--- config.mk ---
export PLATFORM = sky130hd
export DESIGN_NAME = key_led_ctrl
export DESIGN_NICKNAME = d
export VERILOG_FILES = /design/src/rtl/key_led_ctrl.sv
export SDC_FILE = /design/constraint.sdc
export NUM_CORES = 1
export LEC_CHECK = 0
export CORE_UTILIZATION = 35
export CTS_BUF_LIST = sky130_fd_sc_hd__clkbuf_8
export DETAILED_ROUTE_END_ITERATION = 10
export GPL_TIMING_DRIVEN = 0
export SYNTH_ARGS = -nofsm -noshare
export SYNTH_HDL_FRONTEND = slang
export SYNTH_SLANG_ARGS = --single-unit
--- constraint.sdc ---
create_clock -name sys_clk -period 1.85 [get_ports sys_clk]
set_clock_uncertainty 0.2 [all_clocks]
set_input_delay 0.37 -clock sys_clk [delete_from_list [all_inputs] [get_ports sys_clk]]
set_output_delay 0.37 -clock sys_clk [all_outputs]
set_load 0.005 [all_outputs]
--- src/rtl/key_led_ctrl.sv ---
// ----------------------------------------------------------------------------
// key_led_ctrl
//
// Multi-channel key-to-LED controller. Each raw key input is passed through a
// 2-FF synchroniser, debounced by a per-channel stability counter and turned
// into a one-cycle press flag. Each LED is driven in one of three modes shared
// by all channels: follow the debounced key, toggle on each press, or light
// for a fixed stretch time after the most recent press.
//
// Ports:
//   sys_clk    in   1       system clock, rising edge
//   sys_rst_n  in   1       asynchronous active-low reset
//   key_in     in   CH_NUM  raw asynchronous key levels
//   mode       in   2       00 follow, 01 toggle, 10 pulse, 11 follow
//   key_flag   out  CH_NUM  one-cycle pulse per accepted press
//   led_out    out  CH_NUM  LED drive, 1 = on
// ----------------------------------------------------------------------------
module key_led_ctrl #(
    parameter int unsigned CH_NUM       = 4,
    parameter int unsigned DEBOUNCE_CNT = 20,
    parameter int unsigned STRETCH_CNT  = 16,
    parameter logic        KEY_ACTIVE   = 1'b0
) (
    input  logic              sys_clk,
    input  logic              sys_rst_n,
    input  logic [CH_NUM-1:0] key_in,
    input  logic [1:0]        mode,
    output logic [CH_NUM-1:0] key_flag,
    output logic [CH_NUM-1:0] led_out
);

    // Widths sized to hold the terminal value (count - 1), never below 1 bit.
    localparam int unsigned DB_W = (DEBOUNCE_CNT > 1) ? $clog2(DEBOUNCE_CNT) : 1;
    localparam int unsigned ST_W = (STRETCH_CNT > 1) ? $clog2(STRETCH_CNT) : 1;

    localparam logic [DB_W-1:0]   DB_LAST  = DB_W'(DEBOUNCE_CNT - 1);
    localparam logic [ST_W-1:0]   ST_LOAD  = ST_W'(STRETCH_CNT - 1);
    // Released level; synchroniser and debounced state start here so that
    // leaving reset never looks like a press.
    localparam logic [CH_NUM-1:0] IDLE_LVL = {CH_NUM{~KEY_ACTIVE}};

    localparam logic [1:0] MODE_TOGGLE = 2'b01;
    localparam logic [1:0] MODE_PULSE  = 2'b10;

    logic [CH_NUM-1:0] s1;
    logic [CH_NUM-1:0] s2;
    logic [CH_NUM-1:0] key_stable;
    logic [DB_W-1:0]   db_cnt [CH_NUM];
    logic [ST_W-1:0]   st_cnt [CH_NUM];
    logic [1:0]        mode_q;

    logic [CH_NUM-1:0] stable_d;
    logic [CH_NUM-1:0] flag_d;
    logic [DB_W-1:0]   db_cnt_d [CH_NUM];
    logic [CH_NUM-1:0] led_d;
    logic [ST_W-1:0]   st_cnt_d [CH_NUM];
    logic              mode_chg;

    // Debounce: a differing level must persist DEBOUNCE_CNT consecutive cycles;
    // any return to the accepted level restarts the count.
    always_comb begin
        for (int i = 0; i < CH_NUM; i++) begin
            stable_d[i] = key_stable[i];
            flag_d[i]   = 1'b0;
            db_cnt_d[i] = '0;
            if (s2[i] != key_stable[i]) begin
                if (db_cnt[i] == DB_LAST) begin
                    stable_d[i] = s2[i];
                    flag_d[i]   = (s2[i] == KEY_ACTIVE);
                end else begin
                    db_cnt_d[i] = db_cnt[i] + 1'b1;
                end
            end
        end
    end

    // LED modes. A mode change clears every LED and stretch counter on that
    // edge and overrides any flag arriving at the same time.
    always_comb begin
        mode_chg = (mode != mode_q);
        for (int i = 0; i < CH_NUM; i++) begin
            led_d[i]    = led_out[i];
            st_cnt_d[i] = st_cnt[i];
            if (mode_chg) begin
                led_d[i]    = 1'b0;
                st_cnt_d[i] = '0;
            end else begin
                case (mode_q)
                    MODE_TOGGLE: begin
                        if (key_flag[i]) begin
                            led_d[i] = ~led_out[i];
                        end
                    end
                    MODE_PULSE: begin
                        if (key_flag[i]) begin
                            led_d[i]    = 1'b1;
                            st_cnt_d[i] = ST_LOAD;
                        end else if (st_cnt[i] != '0) begin
                            led_d[i]    = 1'b1;
                            st_cnt_d[i] = st_cnt[i] - 1'b1;
                        end else begin
                            led_d[i]    = 1'b0;
                        end
                    end
                    default: begin
                        led_d[i] = (key_stable[i] == KEY_ACTIVE);
                    end
                endcase
            end
        end
    end

    always_ff @(posedge sys_clk or negedge sys_rst_n) begin
        if (!sys_rst_n) begin
            s1         <= IDLE_LVL;
            s2         <= IDLE_LVL;
            key_stable <= IDLE_LVL;
            key_flag   <= '0;
            led_out    <= '0;
            mode_q     <= 2'b00;
            for (int i = 0; i < CH_NUM; i++) begin
                db_cnt[i] <= '0;
                st_cnt[i] <= '0;
            end
        end else begin
            s1         <= key_in;
            s2         <= s1;
            key_stable <= stable_d;
            key_flag   <= flag_d;
            led_out    <= led_d;
            mode_q     <= mode;
            for (int i = 0; i < CH_NUM; i++) begin
                db_cnt[i] <= db_cnt_d[i];
                st_cnt[i] <= st_cnt_d[i];
            end
        end
    end

endmodule

==> impl_metrics.env, run 1 <==
export IMPL_ys_dominant_reg_cell="dfrtp_1"
export IMPL_vdd_ir_drop_max_v=0.000427
export IMPL_netlist_instances=251
export IMPL_setup_ws_ns=0.0237
export IMPL_pre_cts_slack_ns=-0.144
export IMPL_root_buffer="clkbuf_8"
export IMPL_antenna_found_initial=0
export IMPL_coreArea_sq_um=7410
export IMPL_p_per_area_nw_per_um2=771
export IMPL_antenna_cells=0
export IMPL_port_buffer_count=15
export IMPL_setup_violations_final=0
export IMPL_power_mw=2.69
export IMPL_grt_util_met1=0.198
export IMPL_yosysMostFrequentCell="dfrtp_1"
export IMPL_clock_sinks=58
export IMPL_start_util=0.371
export IMPL_yosys_top_cells_area="dfrtp_1 42%, dfstp_2 11%, ha_1 6.4%"
export IMPL_cpPeakStageDelay_ns=0.45
export IMPL_synth_top_cell_by_area="dfrtp_1"
export IMPL_arrival_ns=1.82
export IMPL_synth_seq_cells=58
export IMPL_cp_required_ns=1.85
export IMPL_grt_max_degree=31
export IMPL_via_per_inst=5.02
export IMPL_tightestPinTransition_ns=0.693
export IMPL_endpoint_kind="register"
export IMPL_syn_area_per_cell_sq_um=11.0
export IMPL_pin_count=16
export IMPL_max_slew_margin_rel=0.538
export IMPL_drive_gt1_frac=0.281
export IMPL_grtUsageTotal=0.145
export IMPL_met3_usage=0.0438
export IMPL_crit_type="register to register"
export IMPL_dp_cells=366
export IMPL_gr_total_overflow=0
export IMPL_multi_input_area_sq_um=1280
export IMPL_finalMaxSlewViolations=0
export IMPL_syn_num_nets=273
export IMPL_synth_commonest_cells="46 x dfrtp_1, 19 x nand2_1, 18 x nor3_1"
export IMPL_cts_inserted_buffers=9
export IMPL_ys_warn_count=0
export IMPL_yosysSeqAreaShare=0.533
export IMPL_hold_viol_final=0
export IMPL_nNetsFinal=319
export IMPL_rsz0062_at_grt="true"
export IMPL_htree_levels=3
export IMPL_cts_tree="done"
export IMPL_drc_errors=0
export IMPL_grt_pass1_vias=1990
export IMPL_die_area_sq_um=8220
export IMPL_placementRows=31
export IMPL_fin_cells=401
export IMPL_die_h_microns=90.6
export IMPL_insertion_delay_ns=0.33
export IMPL_met2_usage=0.211
export IMPL_critPathLaunchType="register"
export IMPL_first_pass_iters=4
export IMPL_dieWidth_microns=90.6
export IMPL_dpl_hpwl_mm=3.33
export IMPL_area_growth_pct=26.9
export IMPL_cpMaxStageDelayCell="or4b_4"
export IMPL_place_gp_congestion=0.759
export IMPL_yosysUniqueCellTypes=40
export IMPL_yosys_area_top_type_share=0.419
export IMPL_period_share=0.987
export IMPL_via_count=2012
export IMPL_syn_area_sq_um=2750
export IMPL_cts_path_max_buffers=2
export IMPL_power_leakage_nw=1.56
export IMPL_critPathMaxFanout=7
export IMPL_clkTransAtPathRegs_ns=0.07
export IMPL_wl_per_cell_microns=13.4
export IMPL_wirelength_mm=5.38
export IMPL_synth_enable_flop_cells=0
export IMPL_ant_nets=0
export IMPL_crit_chain="inv_2 > ha_1 > or4b_4 > buf_6 > a221oi_2 > nor3_1"
export IMPL_top_usage_layer="met2"
export IMPL_fillers=678
export IMPL_dr_first_iter_drc_count=153
export IMPL_outcome="completed"
export IMPL_grt_pass1_wl_mm=9.33
export IMPL_worstHoldPathType="register to register"
export IMPL_regArea_sq_um=1470
export IMPL_fmax_ghz=0.548
export IMPL_min_period_ns=1.83
export IMPL_synth_async_reset_ratio=1.00
export IMPL_cap_viol_max_count=0
path summary, 6_finish.rpt:
check / start / to / slack [ns] / cells after the start
max: st_cnt[8] / led_out[1] / 0.02 / 6
min: s1[3] / s2[3] / 0.15 / 0
max reg2reg: st_cnt[8] / led_out[1] / 0.02 / 6
min reg2reg: s1[3] / s2[3] / 0.15 / 0
max in group asynchronous: sys_rst_n / key_stable[0] / 0.36 / 3
min in group asynchronous: sys_rst_n / db_cnt[7] / 0.41 / 2
per-stage QoR:
step	setup TNS [ns]	util	instance area [sq um]	hold slack, ns
after global routing	-0.0983	0.471	3490	0.150
after detailed placement	-1.96	0.410	3040	0.147
after CTS	0	0.456	3380	0.150
final	0	0.471	3490	0.150
after global placement	-90.69	0.408	3020	0.146
after floorplan	0	-	2750	-0.126
placed cells by master, fill, tap and decap left out, drive strengths merged, types with 6 or more instances in the layout:
cell / instances
nand3: 10
xnor2: 6
ha: 14
dfrtp: 46
clkdlybuf4s50: 11
a21oi: 16
nor3: 18
nor2: 14
xor2: 10
nor3b: 6
clkbuf: 14
buf: 23
dfstp: 12
o21ai: 7
nand2: 19
inv: 14
where the power goes:
part | switching [mW] | internal [mW] | leakage, nW | total [mW]
logic | 0.109 | 0.0868 | 0.717 | 0.196
clock network | 0.532 | 0.618 | 0.0966 | 1.15
registers | 0.0299 | 1.31 | 0.745 | 1.34
total | 0.671 | 2.02 | 1.56 | 2.69
layout make-up:
class                           count  area share
Clock inverter                      7      0.0204
Sequential cell                    58       0.422
Multi-Input combinational cell    172       0.367
Tap cell                           99      0.0355
Buffer                              6      0.0104
Clock buffer                        9      0.0355
Inverter                           13      0.0140
Timing Repair Buffer               37      0.0954
sequential cells by signal, indices dropped and copies added (netlist names):
signal      count
st_cnt         16
key_stable      4
key_flag        4
s1              4
led_out         4
mode_q          2
db_cnt         20
s2              4
repair_timing:
item | 4_1_cts | 5_1_grt
setup endpoints to repair | 10 | 20
pin swaps | 1 | 6
hold buffers | 1 | 0
resized for setup | 13 | 22
setup buffers | 13 | 7
endpoints found under the hold margin | 25 | 0
layer usage:
metal	wire, microns	share of wire
met5	0	0
met4	84	0.016
met3	212	0.039
met2	2400	0.45
met1	2680	0.50
kinds of logic after synthesis:
kind of cell	after synthesis	share of synthesized area
muxes	9	0.0346
xor gates and xnor gates	16	0.0510
DFF	58	0.533
and+or+nand+nor	96	0.201
adders and majority gates	14	0.0637
AOI/OAI and AO/OA	37	0.0874
buffers and inverters	21	0.0291
critical path, delay by kind of cell (launching register included):
| kind | cells | cell delay, ns |
|---|---|---|
| and+or+nand+nor | 2 | 0.52 |
| DFF | 1 | 0.40 |
| AOI/OAI and AO/OA | 1 | 0.23 |
| adders and majority gates | 1 | 0.13 |
| buffers and inverters | 2 | 0.21 |
No activity file was read; power rests on OpenSTA's default activity.
==> run 2, diff against run 1 <==
- SKIP_CTS_REPAIR_TIMING: not set -> 1
==> run 2 against run 1 <==
Net effect: the flow now finishes with violations (setup timing); combinational power barely moved; design area fell by 1.8%; clock-buffer cell count did not move; non-clock buffer count fell by 8; sequential cell count did not move; setup slack got worse by 0.039 ns; sequential power barely moved; first-iteration DRC count fell by 34%; largest power group unchanged; highest routed layer unchanged.
==> impl_metrics.env, run 2 (synthesis results as in run 1) <==
export IMPL_die_h_microns=90.6
export IMPL_hold_viol_final=0
export IMPL_rsz0062_at_grt="true"
export IMPL_clkTransAtPathRegs_ns=0.07
export IMPL_wl_per_cell_microns=13.5
export IMPL_cts_path_max_buffers=2
export IMPL_max_slew_margin_rel=0.536
export IMPL_hp_start="s1[3]"
export IMPL_crit_type="register to register"
export IMPL_die_area_sq_um=8220
export IMPL_placementRows=31
export IMPL_setup_ws_ns=-0.0157
export IMPL_place_gp_congestion=0.759
export IMPL_grtUsageTotal=0.139
export IMPL_min_to="s2[3]"
export IMPL_gr_total_overflow=0
export IMPL_htree_levels=3
export IMPL_r2r_end="led_out[1]"
export IMPL_clock_sinks=58
export IMPL_dieWidth_microns=90.6
export IMPL_top_register="db_cnt"
export IMPL_rr_worst_depth=6
export IMPL_final_cell_mix="42 x dfrtp_1, 19 x nand2_1, 17 x nor3_1"
export IMPL_endpoint_kind="register"
export IMPL_dpl_hpwl_mm=3.33
export IMPL_dp_cells=366
export IMPL_insertion_delay_ns=0.33
export IMPL_outcome="finished, violations left"
export IMPL_pin_count=16
export IMPL_dr_first_iter_drc_count=101
export IMPL_grt_max_degree=31
export IMPL_drc_errors=0
export IMPL_coreArea_sq_um=7410
export IMPL_grt_pass1_vias=1915
export IMPL_switching_share=0.249
export IMPL_cts_tree="done"
export IMPL_critPathMaxFanout=7
export IMPL_p_int_mw=2.02
export IMPL_vdd_ir_drop_max_v=0.000408
export IMPL_reg2reg_from="st_cnt[8]"
export IMPL_largest_reg_flops=20
export IMPL_worstHoldPathType="register to register"
export IMPL_grt_pass1_wl_mm=8.96
export IMPL_tightestPinTransition_ns=0.696
export IMPL_min_period_ns=1.87
export IMPL_critPathLaunchType="register"
export IMPL_r2r_setup_slack_ns=-0.02
export IMPL_power_mw=2.69
export IMPL_cp_required_ns=1.85
export IMPL_period_share=1.01
export IMPL_antenna_found_initial=0
export IMPL_whs_path_depth=0
export IMPL_area_growth_pct=24.6
export IMPL_clkPwrFrac=0.428
export IMPL_timing_setup_tns_ns=-0.0157
export IMPL_utilization=0.463
export IMPL_fin_cells=393
export IMPL_ant_nets=0
export IMPL_power_leakage_nw=1.51
export IMPL_root_buffer="clkbuf_8"
export IMPL_pre_cts_slack_ns=-0.144
export IMPL_nNetsFinal=311
export IMPL_antenna_cells=0
export IMPL_wirelength_mm=5.30
export IMPL_cts_inserted_buffers=9
export IMPL_port_buffer_count=15
export IMPL_seqPwrFrac=0.500
export IMPL_arrival_ns=1.87
export IMPL_start_util=0.371
export IMPL_fin_area_sq_um=3430
export IMPL_final_common_cell="dfrtp_1"
export IMPL_drive_gt1_frac=0.262
export IMPL_first_pass_iters=4
export IMPL_via_count=1982
export IMPL_fmax_ghz=0.536
export IMPL_place_area_sq_um=3040
export IMPL_reg_largest_list="db_cnt: 20 flops, st_cnt: 16 flops"
export IMPL_setup_violations_final=1
export IMPL_netSwitchingPower_mw=0.670
export IMPL_violations="setup timing"
export IMPL_via_per_inst=5.04
export IMPL_cap_viol_max_count=0
export IMPL_p_per_area_nw_per_um2=785
export IMPL_pwr_share_comb=0.072
export IMPL_fin_hold_ws_ns=0.152
export IMPL_finalMaxSlewViolations=0
-- run 2: layout make-up --
class                   count  area, sq um
flip-flops and latches     58         1470
multi-input cells         172         1280
clock inverters             7         71.3
clock buffers               9          124
fillers                   683         3980
repair buffers             29          273
plain buffers               6         33.8
well taps                  99          124
inverters                  13         48.8
-- run 2: worst max path at each step --
stage | slack, ns | depth (start not counted) | start | to
after global routing | -0.08 | 6 | st_cnt[8] | led_out[1]
after detailed placement | -0.14 | 5 | mode[1] | led_out[3]
after global placement | -1.67 | 1 | sys_rst_n | st_cnt[11]
after floorplan | 0.05 | 6 | st_cnt[8] | led_out[1]
final | -0.02 | 6 | st_cnt[8] | led_out[1]
after CTS | -0.12 | 1 | key_flag[2] | key_flag[2]
-- run 2: critical path: stages (launching register included) --
cell and delay, ns:
dfrtp_1 0.42, inv_2 0.10, ha_4 0.12, or4b_4 0.45, buf_6 0.15, a221oi_2 0.23, nor3_1 0.06
-- run 2: power by group through the flow --
stage | clock, mW | combinational, mW | sequential [mW]
6_report | 1.15 | 0.194 | 1.34
5_1_grt | 1.24 | 0.219 | 1.35
4_1_cts | 1.19 | 0.186 | 1.35
3_5_place_dp | 0 | 0.184 | 1.37
3_3_place_gp | 0 | 0.177 | 1.37
2_1_floorplan | 0 | 0.0948 | 1.36
-- run 2: routing by layer --
metal / wire, microns / track usage
met5: 0 / 0
met4: 83 / 0.0645
met3: 199 / 0.0438
met2: 2410 / 0.202
met1: 2610 / 0.187
==> run 3, diff against run 2 <==
- PLACE_DENSITY: not set -> 0.61
- SKIP_CTS_REPAIR_TIMING: 1 -> not set
==> run 3 against run 2 <==
Net effect: the run now ends clean; critical endpoint unchanged; critical path depth decreased by 1; critical path type unchanged; sequential share of layout area about the same; via count down 0.40%; largest cell class unchanged; fmax is 3.0% higher; die area unchanged; sequential power about the same.
==> impl_metrics.env, run 3 (synthesis results as in run 1) <==
export IMPL_power_leakage_nw=1.57
export IMPL_finalMaxSlewViolations=0
export IMPL_path_buf_inv=1
export IMPL_fmax_ghz=0.552
export IMPL_pin_count=16
export IMPL_grt_pass1_wl_mm=8.83
export IMPL_largest_reg_flops=20
export IMPL_dr_first_iter_drc_count=56
export IMPL_grtUsageTotal=0.135
export IMPL_nNetsFinal=318
export IMPL_placementRows=31
export IMPL_final_common_cell="dfrtp_1"
export IMPL_reg_largest_list="db_cnt: 20 flops, st_cnt: 16 flops"
export IMPL_drc_errors=0
export IMPL_wirelength_mm=5.24
export IMPL_path_delay_family="simple AND/OR/NAND/NOR gates"
export IMPL_port_buffer_count=15
export IMPL_timing_setup_tns_ns=0
export IMPL_antenna_cells=0
export IMPL_crit_chain="inv_2 > ha_4 > or4b_4 > a221oi_2 > nor3_1"
export IMPL_outcome="completed"
export IMPL_cts_path_max_buffers=2
export IMPL_hold_viol_final=0
export IMPL_arrival_ns=1.81
export IMPL_min_period_ns=1.81
export IMPL_endpoint_kind="register"
export IMPL_place_area_sq_um=3040
export IMPL_wl_per_cell_microns=13.1
export IMPL_htree_levels=3
export IMPL_die_area_sq_um=8220
export IMPL_period_share=0.979
export IMPL_dieWidth_microns=90.6
export IMPL_critPathLaunchType="register"
export IMPL_worstHoldPathType="register to register"
export IMPL_cap_viol_max_count=0
export IMPL_place_gp_congestion=0.748
export IMPL_via_per_inst=4.94
export IMPL_cts_inserted_buffers=9
export IMPL_fillers=678
export IMPL_p_per_area_nw_per_um2=731
export IMPL_final_cell_mix="42 x dfrtp_1, 20 x buf_4, 19 x nand2_1"
export IMPL_grt_pass1_vias=1971
export IMPL_max_slew_margin_rel=0.621
export IMPL_clock_sinks=58
export IMPL_cpMaxStageDelayCell="or4b_4"
export IMPL_setup_violations_final=0
export IMPL_tightestPinTransition_ns=0.568
export IMPL_cp_required_ns=1.85
export IMPL_root_buffer="clkbuf_8"
export IMPL_vdd_ir_drop_max_v=0.000444
export IMPL_via_count=1974
export IMPL_crit_type="register to register"
export IMPL_fin_area_sq_um=3430
export IMPL_clkTransAtPathRegs_ns=0.07
export IMPL_rsz0062_at_grt="true"
export IMPL_start_util=0.371
export IMPL_first_pass_iters=4
export IMPL_power_mw=2.51
export IMPL_area_growth_pct=24.7
export IMPL_gr_total_overflow=0
export IMPL_cts_tree="done"
export IMPL_critPathMaxFanout=7
export IMPL_coreArea_sq_um=7410
export IMPL_die_h_microns=90.6
export IMPL_ant_nets=0
export IMPL_insertion_delay_ns=0.33
export IMPL_cpPeakStageDelay_ns=0.51
export IMPL_antenna_found_initial=0
export IMPL_grt_max_degree=36
export IMPL_dpl_hpwl_mm=3.39
export IMPL_top_register="db_cnt"
export IMPL_drive_gt1_frac=0.262
==> run 3: cell count changes in the layout (fill, tap and decap cells not counted), moves of 2 or more <==
cell,change
clkinv_4,-2
inv_1,+2
buf_4,+8
clkinv_2,+2
clkinvlp_4,-2
==> run 3: path summary, 6_finish.rpt <==
path / start / endpoint / slack (ns) / cells past startpoint
worst max-delay path: st_cnt[8] / led_out[1] / 0.04 / 5
max in group asynchronous: sys_rst_n / key_stable[1] / 0.43 / 3
worst min-delay path: s1[1] / s2[1] / 0.16 / 0
min in group asynchronous: sys_rst_n / key_flag[3] / 0.37 / 2
worst max register to register: st_cnt[8] / led_out[1] / 0.04 / 5
worst min register to register: s1[1] / s2[1] / 0.16 / 0
==> run 3: final cells by class <==
type / count / area, sq um / share of cell area
plain buffers: 5 / 22.5 / 0.00657
clock buffers: 10 / 138 / 0.0401
clock inverters: 6 / 26.3 / 0.00766
inverters: 13 / 48.8 / 0.0142
multi-input cells: 172 / 1260 / 0.368
flip-flops and latches: 58 / 1470 / 0.429
well taps: 99 / 124 / 0.0361
repair buffers: 37 / 335 / 0.0978
==> run 3: power by group <==
group	internal (mW)	total [mW]	switching (mW)
sequential	1.32	1.35	0.0293
clock	0.500	0.973	0.473
combinational	0.0827	0.188	0.106
==> run 3: what timing repair did <==
action                                 in CTS  in global routing
setup buffers                              12                  8
gates resized for setup                    13                 19
pin swaps                                   3                  9
gates cloned                                0                  0
setup endpoints to repair                  10                 19
hold buffers                                1                  0
endpoints found under the hold margin      20                  0
==> run 3: stage by stage <==
| stage | setup slack [ns] | hold WS [ns] | cells | util |
|---|---|---|---|---|
| after floorplan | 0.0519 | -0.126 | 251 | - |
| after global placement | -1.61 | 0.146 | 365 | 0.408 |
| after detailed placement | -0.146 | 0.148 | 366 | 0.410 |
| after CTS | 0.00969 | 0.157 | 395 | 0.451 |
| after global routing | -0.0240 | 0.164 | 400 | 0.463 |
| final | 0.0385 | 0.156 | 400 | 0.463 |
==> run 3: routing by layer <==
metal,global-route usage,wire length [microns]
met1,0.170,2500
met2,0.217,2500
met3,0.0396,185
met4,0.0524,61
met5,0,0
